--- src/rtl/delay_timer_if.sv ---
// Terminal-count bundle carried from the delay timer to its consumer.
`timescale 1ns/1ps
interface delay_timer_if;
    logic tc;

    modport master (output tc);
    modport slave  (input  tc);
endinterface

--- src/rtl/delay_timer.sv ---
// Programmable clock-cycle delay / tick generator for the microwave timer path.
// Periodic mode emits a one-cycle tc pulse every DELAY edges; one-shot mode latches tc.
`timescale 1ns/1ps
module delay_timer #(
    parameter int unsigned DELAY    = 5,
    parameter int unsigned WIDTH    = 8,
    parameter bit          PERIODIC = 1'b1
) (
    input  logic          clk,
    input  logic          clr,
    delay_timer_if.master tmr
);

    generate
        if (DELAY < 1 || 64'(DELAY) > (64'd1 << WIDTH)) begin : g_bad_delay
            $error("delay_timer: DELAY must lie in 1 .. 2**WIDTH");
        end
    endgenerate

    // Terminal value; DELAY = 2**WIDTH maps exactly onto the all-ones count.
    localparam logic [WIDTH-1:0] LAST = WIDTH'(DELAY - 1);

    logic [WIDTH-1:0] count_reg;
    logic [WIDTH-1:0] count_next;
    logic             tc_reg;
    logic             tc_next;
    logic             hold;

    // In one-shot mode a set tc freezes all state until the next reset.
    assign hold = (PERIODIC == 1'b0) && tc_reg;

    always_comb begin
        count_next = count_reg;
        tc_next    = tc_reg;
        if (!hold) begin
            if (count_reg == LAST) begin
                count_next = '0;
                tc_next    = 1'b1;
            end else begin
                count_next = count_reg + WIDTH'(1);
                tc_next    = 1'b0;
            end
        end
    end

    always_ff @(posedge clk or negedge clr) begin
        if (!clr) begin
            count_reg <= '0;
            tc_reg    <= 1'b0;
        end else begin
            count_reg <= count_next;
            tc_reg    <= tc_next;
        end
    end

    assign tmr.tc = tc_reg;

endmodule

--- src/flat_wrapper.sv ---
// flat-port wrapper written by rule: the top's interface ports become plain ports
module delay_timer_flat 
#(
    parameter int unsigned DELAY    = 5,
    parameter int unsigned WIDTH    = 8,
    parameter bit          PERIODIC = 1'b1
)
  (clk, clr, tmr_tc);
  delay_timer_if tmr_i ();
  input  logic clk;
  input  logic clr;
  output wire logic [$bits(tmr_i.tc)-1:0] tmr_tc;
  assign tmr_tc = tmr_i.tc;
  delay_timer #(.DELAY(DELAY), .WIDTH(WIDTH), .PERIODIC(PERIODIC)) u_core (.clk(clk), .clr(clr), .tmr(tmr_i));
endmodule
--- config.mk ---
export PLATFORM = sky130hd
export DESIGN_NAME = delay_timer_flat
export DESIGN_NICKNAME = d
export VERILOG_FILES = /design/src/rtl/delay_timer_if.sv /design/src/rtl/delay_timer.sv /design/src/flat_wrapper.sv
export SDC_FILE = /design/constraint.sdc
export NUM_CORES = 1
export LEC_CHECK = 0
export ABC_CLOCK_PERIOD_IN_PS = 2100
export CAP_MARGIN = 20
export CELL_PAD_IN_SITES_DETAIL_PLACEMENT = 1
export CELL_PAD_IN_SITES_GLOBAL_PLACEMENT = 1
export CORE_AREA = 2 2 39 41
export CTS_CLUSTER_SIZE = 16
export DETAILED_ROUTE_END_ITERATION = 16
export DIE_AREA = 0 0 41 43
export GPL_ROUTABILITY_DRIVEN = 0
export MAX_ROUTING_LAYER = met4
export PLACE_DENSITY_LB_ADDON = 0.1
export SYNTH_ARGS = -nofsm -noshare
export SYNTH_HDL_FRONTEND = slang
export SYNTH_SLANG_ARGS = --single-unit
--- constraint.sdc ---
create_clock -name clk -period 2.1 [get_ports clk]
set_clock_uncertainty 0.2 [all_clocks]
set_input_delay 0.42 -clock clk [delete_from_list [all_inputs] [get_ports clk]]
set_output_delay 0.42 -clock clk [all_outputs]
set_load 0.02 [all_outputs]
==> results of run 1 <==
where the power goes:
part | leakage [nW] | total (mW) | internal [mW] | switching (mW)
combinational | 0.0930 | 0.00495 | 0.00164 | 0.00331
clock | 0.0150 | 0.135 | 0.0733 | 0.0619
sequential | 0.122 | 0.173 | 0.173 | 0
kinds of logic after synthesis:
| kind of cell | after synthesis | share of synthesized area, % |
|---|---|---|
| adders and majority gates | 2 | 6.04 |
| and+or+nand+nor | 13 | 21.8 |
| buffers and inverters | 3 | 2.72 |
| AOI/OAI and AO/OA | 4 | 6.65 |
| xor gates and xnor gates | 4 | 8.46 |
| DFF | 9 | 54.4 |
cell usage after synthesis:
cell / instances
sky130_fd_sc_hd__nor2b_1: 1
sky130_fd_sc_hd__nand2_1: 3
sky130_fd_sc_hd__o21ai_0: 2
sky130_fd_sc_hd__nor4b_4: 1
sky130_fd_sc_hd__o311ai_1: 1
sky130_fd_sc_hd__ha_1: 2
sky130_fd_sc_hd__nor2_1: 2
sky130_fd_sc_hd__o2111ai_1: 1
sky130_fd_sc_hd__xor2_1: 2
sky130_fd_sc_hd__or4b_4: 1
sky130_fd_sc_hd__dfrtp_1: 9
sky130_fd_sc_hd__inv_1: 3
sky130_fd_sc_hd__xnor2_1: 2
sky130_fd_sc_hd__nor3_1: 1
sky130_fd_sc_hd__and3_2: 1
sky130_fd_sc_hd__nand3_1: 3
worst max-delay path: cells and delay by family, from the launching register on:
family | cells | cell delay (ns)
DFF | 1 | 0.43
adders and majority gates | 1 | 0.13
and+or+nand+nor | 3 | 0.88
buffers and inverters | 1 | 0.08
area by class of cell:
class                   instances  share of cell area [%]
flip-flops and latches          9                    46.9
multi-input cells              23                    37.0
clock buffers                   4                    5.47
repair buffers                  2                    4.17
well taps                      16                    4.17
inverters                       3                    2.34
worst max-delay path by stage:
stage	to	depth (start not counted)	startpoint	slack [ns]
after floorplan	u_core.count_reg[1]	5	u_core.count_reg[0]	0.37
after global placement	u_core.count_reg[1]	5	u_core.count_reg[0]	0.26
after detailed placement	u_core.count_reg[1]	5	u_core.count_reg[0]	0.25
after CTS	u_core.count_reg[1]	5	u_core.count_reg[0]	0.24
after global routing	u_core.count_reg[0]	5	u_core.count_reg[0]	0.17
final	u_core.count_reg[1]	5	u_core.count_reg[0]	0.26
per-layer routing:
metal | wire length (um) | part of all wire [%] | global-route usage [%] | vias up
li1 | - | - | - | 133
met1 | 318 | 44 | 14.0 | 138
met2 | 371 | 51 | 14.1 | 4
met3 | 24 | 3.3 | 4.71 | 2
met4 | 6 | 0.83 | 8.00 | 0
met5 | 0 | 0 | - | -
metrics by stage:
step | std cells | hold slack (ns) | setup slack [ns] | instance area [um^2] | power, mW
after floorplan | 35 | -0.0756 | 0.371 | 414 | 0.177
after global placement | 53 | 0.264 | 0.264 | 454 | 0.182
after detailed placement | 53 | 0.285 | 0.247 | 454 | 0.182
after CTS | 57 | 0.262 | 0.238 | 480 | 0.319
after global routing | 57 | 0.290 | 0.174 | 480 | 0.329
final | 57 | 0.260 | 0.263 | 480 | 0.313
==> impl_summary.txt, run 1 <==
----------------------------------------------------
[Global routing]
  Antenna violations before repair ... 0
  Remaining global-route overflow ... 0
  Global-route wire length before repair ... 1.22 mm
  Maximum number of pins on one net before global-route repair ... 10
  Vias in the first global route ... between 200 and 300
  Total routing resource utilization after global routing ... 11.3%

[Worst setup path]
  Worst R2R Start ... u_core.count_reg[0]
  Critical path class ... flop to flop
  Kind of launch point of the worst setup path ... flop
  Path depth of the worst reg2reg path ... 5
  Worst-path cell chain ... inv_1, ha_1, or4b_4, nor4b_4, nor2b_1
  Arrival time of the worst setup path ... about 1.8 ns
  Setup crit end kind ... flop
  Register-to-register setup slack ... around 0.26 ns
  Crit Path Max Fanout ... 5
  RR Endpoint ... u_core.count_reg[1]
  Slowest stage delay, CP ... roughly 0.49 ns
  Slowest stage cell, crit path ... sky130_fd_sc_hd__or4b_4
  Required time at the endpoint of the critical path ... 2.04 ns

[Pwr]
  Max VDD drop ... between 200 and 300 uV
  PwrDens ... roughly 650 nW/um^2
  Leak Pwr ... 0.230 nW

[Timing]
  Headroom to the max-slew limit ... 72.2%
  Setup TNS Final ... 0 ns
  Setup-violating endpoint count in the final report ... 0
  Total count of max-transition violations in the final report ... 0
  Shortest period the worst path allows ... roughly 1.8 ns
  Period Utilization, post-route ... between 80% and 90%
  Final hold violation count ... 0
  Setup repair after global routing missed its margin ... no
  Worst Tran Pin Value ... 0.416 ns
  Fmax ... ~0.54 GHz

[Drt]
  Post-DR wirelength/cell ... about 13 um
  Number of vias per cell ... about 4.9
  Drt drc ... 0
  Number of DRC markers in iteration 0 ... 2
  Total wire length ... between 700 and 800 um
  Total iterations of the first detailed-routing run ... 2
  Detail Route Antenna Nets ... 0
  Detailed-route via count ... approximately 280

[Clock network]
  Post-CTS setup buffer count ... 0
  Number of sinks on the clock net ... 9
  Number of buffers added to fix hold violations after cts ... 0
  Reg clk slew, reported paths ... about 0.060 ns
  Clock Path Buffers ... 2
  CTS tree ... done
  # H-tree levels ... 1
  Number of CTS-inserted buffers ... 3
  Resized Gates After CTS ... 0
  Source-to-sink clock delay at the later pin of the worst-skew pair ... about 0.26 ns
  Root cell of the clock tree ... sky130_fd_sc_hd__clkbuf_4

[Layout]
  Area of the multi-input gates ... approximately 180 um^2
  Commonest cells after routing, fill and taps aside ... sky130_fd_sc_hd__dfrtp_1 (9), sky130_fd_sc_hd__inv_1 (3), sky130_fd_sc_hd__nand3_1 (3), sky130_fd_sc_hd__nand2_1 (3), sky130_fd_sc_hd__clkbuf_4 (3)
  Number of nets in the layout ... 46
  Fill cell count ... 162
  Combined flip-flop and latch cell area ... between 200 and 250 um^2
  Utilization after layout ... between 30% and 40%
  Most common cell after layout, fill and taps aside ... sky130_fd_sc_hd__dfrtp_1
  Syn-to-layout area delta ... 16.0%
  Fraction of layout cells with a size suffix above 1 ... between 10% and 20%
  Max reg flops ... 8
  Diodes inserted ... 0

[Placement]
  Detailed placer's ending HPWL ... roughly 560 um
  # port buffers ... 2

[Die]
  I/O pin count ... 3
  Total Die Area ... around 1800 um^2
  Placeable core region ... roughly 1400 um^2
  Die boundary height ... approximately 43 um
  Width of the die ... just over 40 um
  Starting utilization of the core area ... 29.9%
  Number of rows created at floorplan ... 14

[Synth]
  Number of warning messages in the yosys log ... 0
  Yosys reg bits ... 9
  Cells taking the most area after synthesis ... sky130_fd_sc_hd__dfrtp_1 (54%), sky130_fd_sc_hd__ha_1 (6.0%), sky130_fd_sc_hd__nor4b_4 (5.7%)
  Dominant cell type by area after synthesis ... sky130_fd_sc_hd__dfrtp_1
  Cell Area, Synth ... 414 um^2
  Distinct cell type count of the synthesized netlist ... 16
  Average instance area after synthesis ... 11.8 um^2
  Synth Instances ... 35
  Number of nets in the synthesized netlist ... 39
  Fraction of post-synthesis cell area in the top cell type by area ... between 50% and 60%
  Fraction of the yosys area taken by sequential cells ... between 50% and 60%

[Worst hold path]
  Hold Crit Class ... input port to async pin

[Run]
  MaxCap Viol Count ... 0

[Run status]
  Status ... finished, final reports clean

----------------------------------------------------
Power figures use the tool's default switching activity.
==> inputs of run 2 (changes only) <==
--- a/config.mk
+++ b/config.mk
@@ -5,7 +5,7 @@
 export SDC_FILE = /design/constraint.sdc
 export NUM_CORES = 1
 export LEC_CHECK = 0
-export ABC_CLOCK_PERIOD_IN_PS = 2100
+export ABC_CLOCK_PERIOD_IN_PS = 2200
 export CAP_MARGIN = 20
 export CELL_PAD_IN_SITES_DETAIL_PLACEMENT = 1
 export CELL_PAD_IN_SITES_GLOBAL_PLACEMENT = 1
==> constraint.sdc (replaced) <==
create_clock -name clk -period 2.2 [get_ports clk]
set_clock_uncertainty 0.2 [all_clocks]
set_input_delay 0.44 -clock clk [delete_from_list [all_inputs] [get_ports clk]]
set_output_delay 0.44 -clock clk [all_outputs]
set_load 0.02 [all_outputs]
==> run 2 against run 1 <==
  * Sequential cell count unchanged
  * Cell area did not move
  * Critical path depth unchanged
  * Clock power is essentially flat
  * Clock-buffer cell count is the same
  * Cell count unchanged
  * Sequential share of layout area stayed put
  * Hold slack improved by 0.0047 ns
==> impl_summary.txt, run 2 (same netlist as run 1, synthesis figures left out) <==
----------------------------------------------------
[Run status]
  Status ... finished, final reports clean

[Layout]
  Fraction of layout cells with a size suffix above 1 ... roughly 15%
  Commonest cells after routing, fill and taps aside ... sky130_fd_sc_hd__dfrtp_1 (9), sky130_fd_sc_hd__inv_1 (3), sky130_fd_sc_hd__nand3_1 (3), sky130_fd_sc_hd__nand2_1 (3), sky130_fd_sc_hd__clkbuf_4 (3)
  Diodes inserted ... 0
  Syn-to-layout area delta ... 16.0%
  Number of nets in the layout ... 46
  Most common cell after layout, fill and taps aside ... sky130_fd_sc_hd__dfrtp_1
  Max reg flops ... 8
  Fill cell count ... approximately 160
  Utilization after layout ... a little over a third

[Pwr]
  Leak Pwr ... around 0.23 nW
  Power, Total ... between 0.3 and 0.4 mW
  Max VDD drop ... 236 uV
  PwrDens ... about 630 nW/um^2
  Combinational cell fraction of total power ... 1.6%
  Sw Ratio ... about 22%
  Proportion of power drawn by flip-flops and latches ... approximately 54%
  Switching Power ... just under 0.07 mW
  Cell internal pwr ... 0.237 mW
  Clk network pwr share ... roughly 44%

[Drt]
  Highest layer used for signal routing ... met4
  Routed met2 length ... 344 um
  Number of DRC markers in iteration 0 ... 2
  Routed wl met3 ... approximately 38 um
  Metal-1 WL ... about 390 um
  Total wire length ... approximately 800 um
  Detail Route Antenna Nets ... 0
  Drt drc ... 0
  Total iterations of the first detailed-routing run ... 2
  Post-DR wirelength/cell ... 14.1 um
  Number of vias per cell ... between 4 and 5
  Detailed-route via count ... 276

[Timing]
  Period Utilization, post-route ... a little over four fifths
  Final hold violation count ... 0
  Worst Tran Pin Value ... between 0.4 and 0.5 ns
  Final Hold Slack ... around 0.26 ns
  Total count of max-transition violations in the final report ... 0
  Headroom to the max-slew limit ... 72.2%
  Fmax ... about 0.55 GHz
  Setup repair after global routing missed its margin ... no
  Setup-violating endpoint count in the final report ... 0
  Shortest period the worst path allows ... about 1.8 ns
  Setup TNS Final ... 0 ns

[Clock network]
  Source-to-sink clock delay at the later pin of the worst-skew pair ... ~0.27 ns
  Number of CTS-inserted buffers ... 3
  Resized Gates After CTS ... 0
  Number of sinks on the clock net ... 9
  Post-CTS setup buffer count ... 0
  CTS tree ... done
  Reg clk slew, reported paths ... 0.07 ns
  Root cell of the clock tree ... sky130_fd_sc_hd__clkbuf_4
  # H-tree levels ... 1
  Clock Path Buffers ... 2
  Number of buffers added to fix hold violations after cts ... 0

[Placement]
  # port buffers ... 2
  Detailed placer's ending HPWL ... slightly below 600 um

[Global routing]
  Remaining global-route overflow ... 0
  Total routing resource utilization after global routing ... about an eighth
  Vias in the first global route ... ~300
  Global-route wire length before repair ... roughly 1.3 mm
  Maximum number of pins on one net before global-route repair ... 10
  Antenna violations before repair ... 0

[Die]
  I/O pin count ... 3
  Number of rows created at floorplan ... 14
  Die boundary height ... 43 um
  Starting utilization of the core area ... about 30%
  Placeable core region ... 1380 um^2
  Total Die Area ... 1760 um^2
  Width of the die ... 41 um

[Worst setup path]
  Cell class contributing the biggest share of worst-path delay ... simple AND/OR/NAND/NOR gates
  Critical path class ... flop to flop
  Arrival time of the worst setup path ... 1.78 ns
  Kind of launch point of the worst setup path ... flop
  Slowest stage cell, crit path ... sky130_fd_sc_hd__or4b_4
  Number of buffer and inverter instances along the worst setup path ... 1
  Slowest stage delay, CP ... roughly 0.49 ns
  Required time at the endpoint of the critical path ... 2.15 ns
  Setup crit end kind ... flop
  Worst-path cell chain ... inv_1, ha_1, or4b_4, nor4b_4, nor2b_1
  Crit Path Max Fanout ... 5

[Worst hold path]
  Hold Crit Class ... input port to async pin

[Run]
  MaxCap Viol Count ... 0

----------------------------------------------------
-- run 2: cell counts in the layout (fill, tap and decap cells not counted) --
No cell type changed its count.
-- run 2: area by class of cell --
type	count	area, um^2	area share (%)
clock buffers	4	26.3	5.47
inverters	3	11.3	2.34
multi-input cells	23	178	37.0
flip-flops and latches	9	225	46.9
well taps	16	20.0	4.17
repair buffers	2	20.0	4.17
-- run 2: path summary, 6_finish.rpt --
check | start | end | slack [ns] | cells past startpoint
min in group clk | u_core.count_reg[7] | u_core.count_reg[7] | 0.29 | 1
worst min register to register | u_core.count_reg[7] | u_core.count_reg[7] | 0.29 | 1
worst min-delay path | clr | u_core.count_reg[2] | 0.26 | 1
max in group asynchronous | clr | u_core.count_reg[1] | 1.24 | 1
worst max register to register | u_core.count_reg[0] | u_core.count_reg[1] | 0.37 | 5
worst max-delay path | u_core.count_reg[0] | u_core.count_reg[1] | 0.37 | 5
-- run 2: power groups by stage --
stage               combinational (mW)  sequential (mW)  clock (mW)
finish                         0.00473            0.165       0.135
CTS                            0.00512            0.165       0.139
floorplan                 0.0000000857            0.169           0
detailed placement             0.00516            0.169           0
global route                   0.00543            0.165       0.145
global placement               0.00486            0.169           0
-- run 2: layer usage --
layer / GRT usage (%) / vias up
met5: - / -
met4: 12.0 / 0
met3: 4.71 / 4
met2: 15.6 / 5
met1: 14.7 / 134
li1: - / 133
-- run 2: through the flow --
| stage | cell area (um^2) | instances | setup slack [ns] |
|---|---|---|---|
| floorplan | 414 | 35 | 0.471 |
| finish | 480 | 57 | 0.367 |
| global route | 480 | 57 | 0.220 |
| CTS | 480 | 57 | 0.340 |
| global placement | 454 | 53 | 0.401 |
| detailed placement | 454 | 53 | 0.350 |
==> inputs of run 3 (changes only) <==
--- a/config.mk
+++ b/config.mk
@@ -5,7 +5,7 @@
 export SDC_FILE = /design/constraint.sdc
 export NUM_CORES = 1
 export LEC_CHECK = 0
-export ABC_CLOCK_PERIOD_IN_PS = 2200
+export ABC_CLOCK_PERIOD_IN_PS = 1800
 export CAP_MARGIN = 20
 export CELL_PAD_IN_SITES_DETAIL_PLACEMENT = 1
 export CELL_PAD_IN_SITES_GLOBAL_PLACEMENT = 1
==> constraint.sdc (replaced) <==
create_clock -name clk -period 1.8 [get_ports clk]
set_clock_uncertainty 0.2 [all_clocks]
set_input_delay 0.36 -clock clk [delete_from_list [all_inputs] [get_ports clk]]
set_output_delay 0.36 -clock clk [all_outputs]
set_load 0.02 [all_outputs]
==> run 3 against run 2 <==
  * First-iteration DRC count up 100%
  * Via count grew 2.9%
  * Global-route usage shrank 0.13 points
  * Maximum frequency increased by 4.9%
  * Critical path type unchanged
==> impl_summary.txt, run 3 (same netlist as run 1, synthesis figures left out) <==
----------------------------------------------------
[Pwr]
  PwrDens ... 714 nW/um^2
  Clk network pwr share ... between 40% and 50%
  Cell internal pwr ... about 0.29 mW
  Leak Pwr ... 0.269 nW
  Combinational cell fraction of total power ... between 1.5 and 2%
  Switching Power ... about 0.076 mW
  Power, Total ... around 0.37 mW
  Proportion of power drawn by flip-flops and latches ... 55.2%
  Sw Ratio ... a little over a fifth
  Max VDD drop ... approximately 300 uV

[Layout]
  Post-route cell area ... between 500 and 600 um^2
  Syn-to-layout area delta ... 23.9%
  Commonest cells after routing, fill and taps aside ... sky130_fd_sc_hd__dfrtp_1 (9), sky130_fd_sc_hd__buf_4 (4)
  Final non-filler cell total ... 61
  Fill cell count ... 161
  Max reg flops ... 8
  Utilization after layout ... a little under two fifths
  Most common cell after layout, fill and taps aside ... sky130_fd_sc_hd__dfrtp_1
  Diodes inserted ... 0
  Fraction of layout cells with a size suffix above 1 ... between 20% and 30%
  Number of nets in the layout ... 50

[Drt]
  Number of DRC markers in iteration 0 ... 4
  Detail Route Antenna Nets ... 0
  Drt drc ... 0
  Detailed-route via count ... ~280
  Total iterations of the first detailed-routing run ... 4
  Number of vias per cell ... about 4.7
  Total wire length ... between 700 and 800 um
  Post-DR wirelength/cell ... between 10 and 15 um

[Die]
  Number of rows created at floorplan ... 14
  Starting utilization of the core area ... ~30%
  Total Die Area ... roughly 1800 um^2
  Placeable core region ... between 1000 and 1500 um^2
  Width of the die ... 41 um
  Die boundary height ... between 40 and 50 um
  I/O pin count ... 3

[Timing]
  Worst Tran Pin Value ... ~0.4 ns
  Period Utilization, post-route ... 97.1%
  Headroom to the max-slew limit ... 72.7%
  Setup TNS Final ... 0 ns
  Final Hold Slack ... 0.195 ns
  Setup-violating endpoint count in the final report ... 0
  Fmax ... about 0.57 GHz
  Total count of max-transition violations in the final report ... 0
  Post-route worst setup slack ... slightly above 0.05 ns
  Setup repair after global routing missed its margin ... yes
  Shortest period the worst path allows ... about 1.7 ns
  Final hold violation count ... 0

[Placement]
  Pre-CTS worst setup slack ... -0.00396 ns
  Placed cell areas ... approximately 470 um^2
  Detailed placer's ending HPWL ... 553 um
  Number of placed instances with taps included ... 55
  # port buffers ... 2

[Run status]
  Status ... finished, final reports clean

[Worst hold path]
  Hold Crit Class ... input port to async pin

[Global routing]
  Antenna violations before repair ... 0
  Global-route wire length before repair ... 1.31 mm
  Remaining global-route overflow ... 0
  Maximum number of pins on one net before global-route repair ... 10
  Vias in the first global route ... around 270
  Total routing resource utilization after global routing ... about an eighth

[Worst setup path]
  Kind of launch point of the worst setup path ... flop
  Crit Path Max Fanout ... 3
  Required time at the endpoint of the critical path ... about 1.7 ns
  Critical path class ... flop to flop
  Setup crit end kind ... flop
  Launching instance or port of the critical path ... u_core.count_reg[1]
  Arrival time of the worst setup path ... between 1.5 and 2 ns
  Worst R2R Start ... u_core.count_reg[1]

[Clock network]
  Reg clk slew, reported paths ... about 0.06 ns
  Source-to-sink clock delay at the later pin of the worst-skew pair ... around 0.26 ns
  Root cell of the clock tree ... sky130_fd_sc_hd__clkbuf_4
  # H-tree levels ... 1
  CTS tree ... done
  Clock Path Buffers ... 2
  Number of buffers added to fix hold violations after cts ... 0
  Number of CTS-inserted buffers ... 3
  Number of sinks on the clock net ... 9

[Run]
  MaxCap Viol Count ... 0

----------------------------------------------------
==> run 3: changes by cell type in the layout (fill, tap and decap cells not counted), sizes merged <==
cell / delta
buf: +4
clkdlybuf4s50: -1
dlymetal6s2s: +1
==> run 3: cell type report <==
cell class	instances	area (um^2)	area share [%]
clock buffers	4	26.3	5.12
repair buffers	6	52.6	10.2
well taps	16	20.0	3.90
inverters	3	11.3	2.20
multi-input cells	23	178	34.6
flip-flops and latches	9	225	43.9
==> run 3: what timing repair did <==
item	CTS	global route
pin swaps	1	1
buffers inserted	0	2
resized for setup	0	1
endpoints found under the setup margin	2	5
==> run 3: worst paths after layout <==
| check | end | slack [ns] | cells after the start |
|---|---|---|---|
| max | u_core.count_reg[1] | 0.05 | 5 |
| min reg2reg | u_core.count_reg[7] | 0.27 | 1 |
| min | u_core.count_reg[0] | 0.19 | 1 |
| max reg2reg | u_core.count_reg[1] | 0.05 | 5 |
| max in group asynchronous | u_core.count_reg[5] | 0.92 | 1 |
| min in group clk | u_core.count_reg[7] | 0.27 | 1 |
==> run 3: power groups by stage <==
stage | clock network (mW) | registers, mW | logic [mW]
after CTS | 0.165 | 0.202 | 0.00620
after floorplan | 0 | 0.206 | 0.0000000857
final | 0.158 | 0.202 | 0.00570
after global routing | 0.182 | 0.202 | 0.00661
after detailed placement | 0 | 0.206 | 0.00615
after global placement | 0 | 0.206 | 0.00599
==> run 3: worst max-delay path, stage by stage, from the launching register on <==
cell and delay (ns):
sky130_fd_sc_hd__dfrtp_1 0.38, sky130_fd_sc_hd__inv_1 0.06, sky130_fd_sc_hd__ha_1 0.14, sky130_fd_sc_hd__or4b_4 0.50, sky130_fd_sc_hd__nor4b_4 0.27, sky130_fd_sc_hd__nor2b_1 0.08
==> run 3: layer usage <==
| metal | vias up | wire length (um) | track usage, % | part of all wire, % |
|---|---|---|---|---|
| met5 | - | 0 | - | 0 |
| li1 | 140 | - | - | - |
| met2 | 4 | 377 | 15.0 | 49 |
| met3 | 0 | 29 | 4.71 | 3.7 |
| met1 | 140 | 368 | 15.9 | 47 |
| met4 | 0 | 0 | 10.0 | 0 |
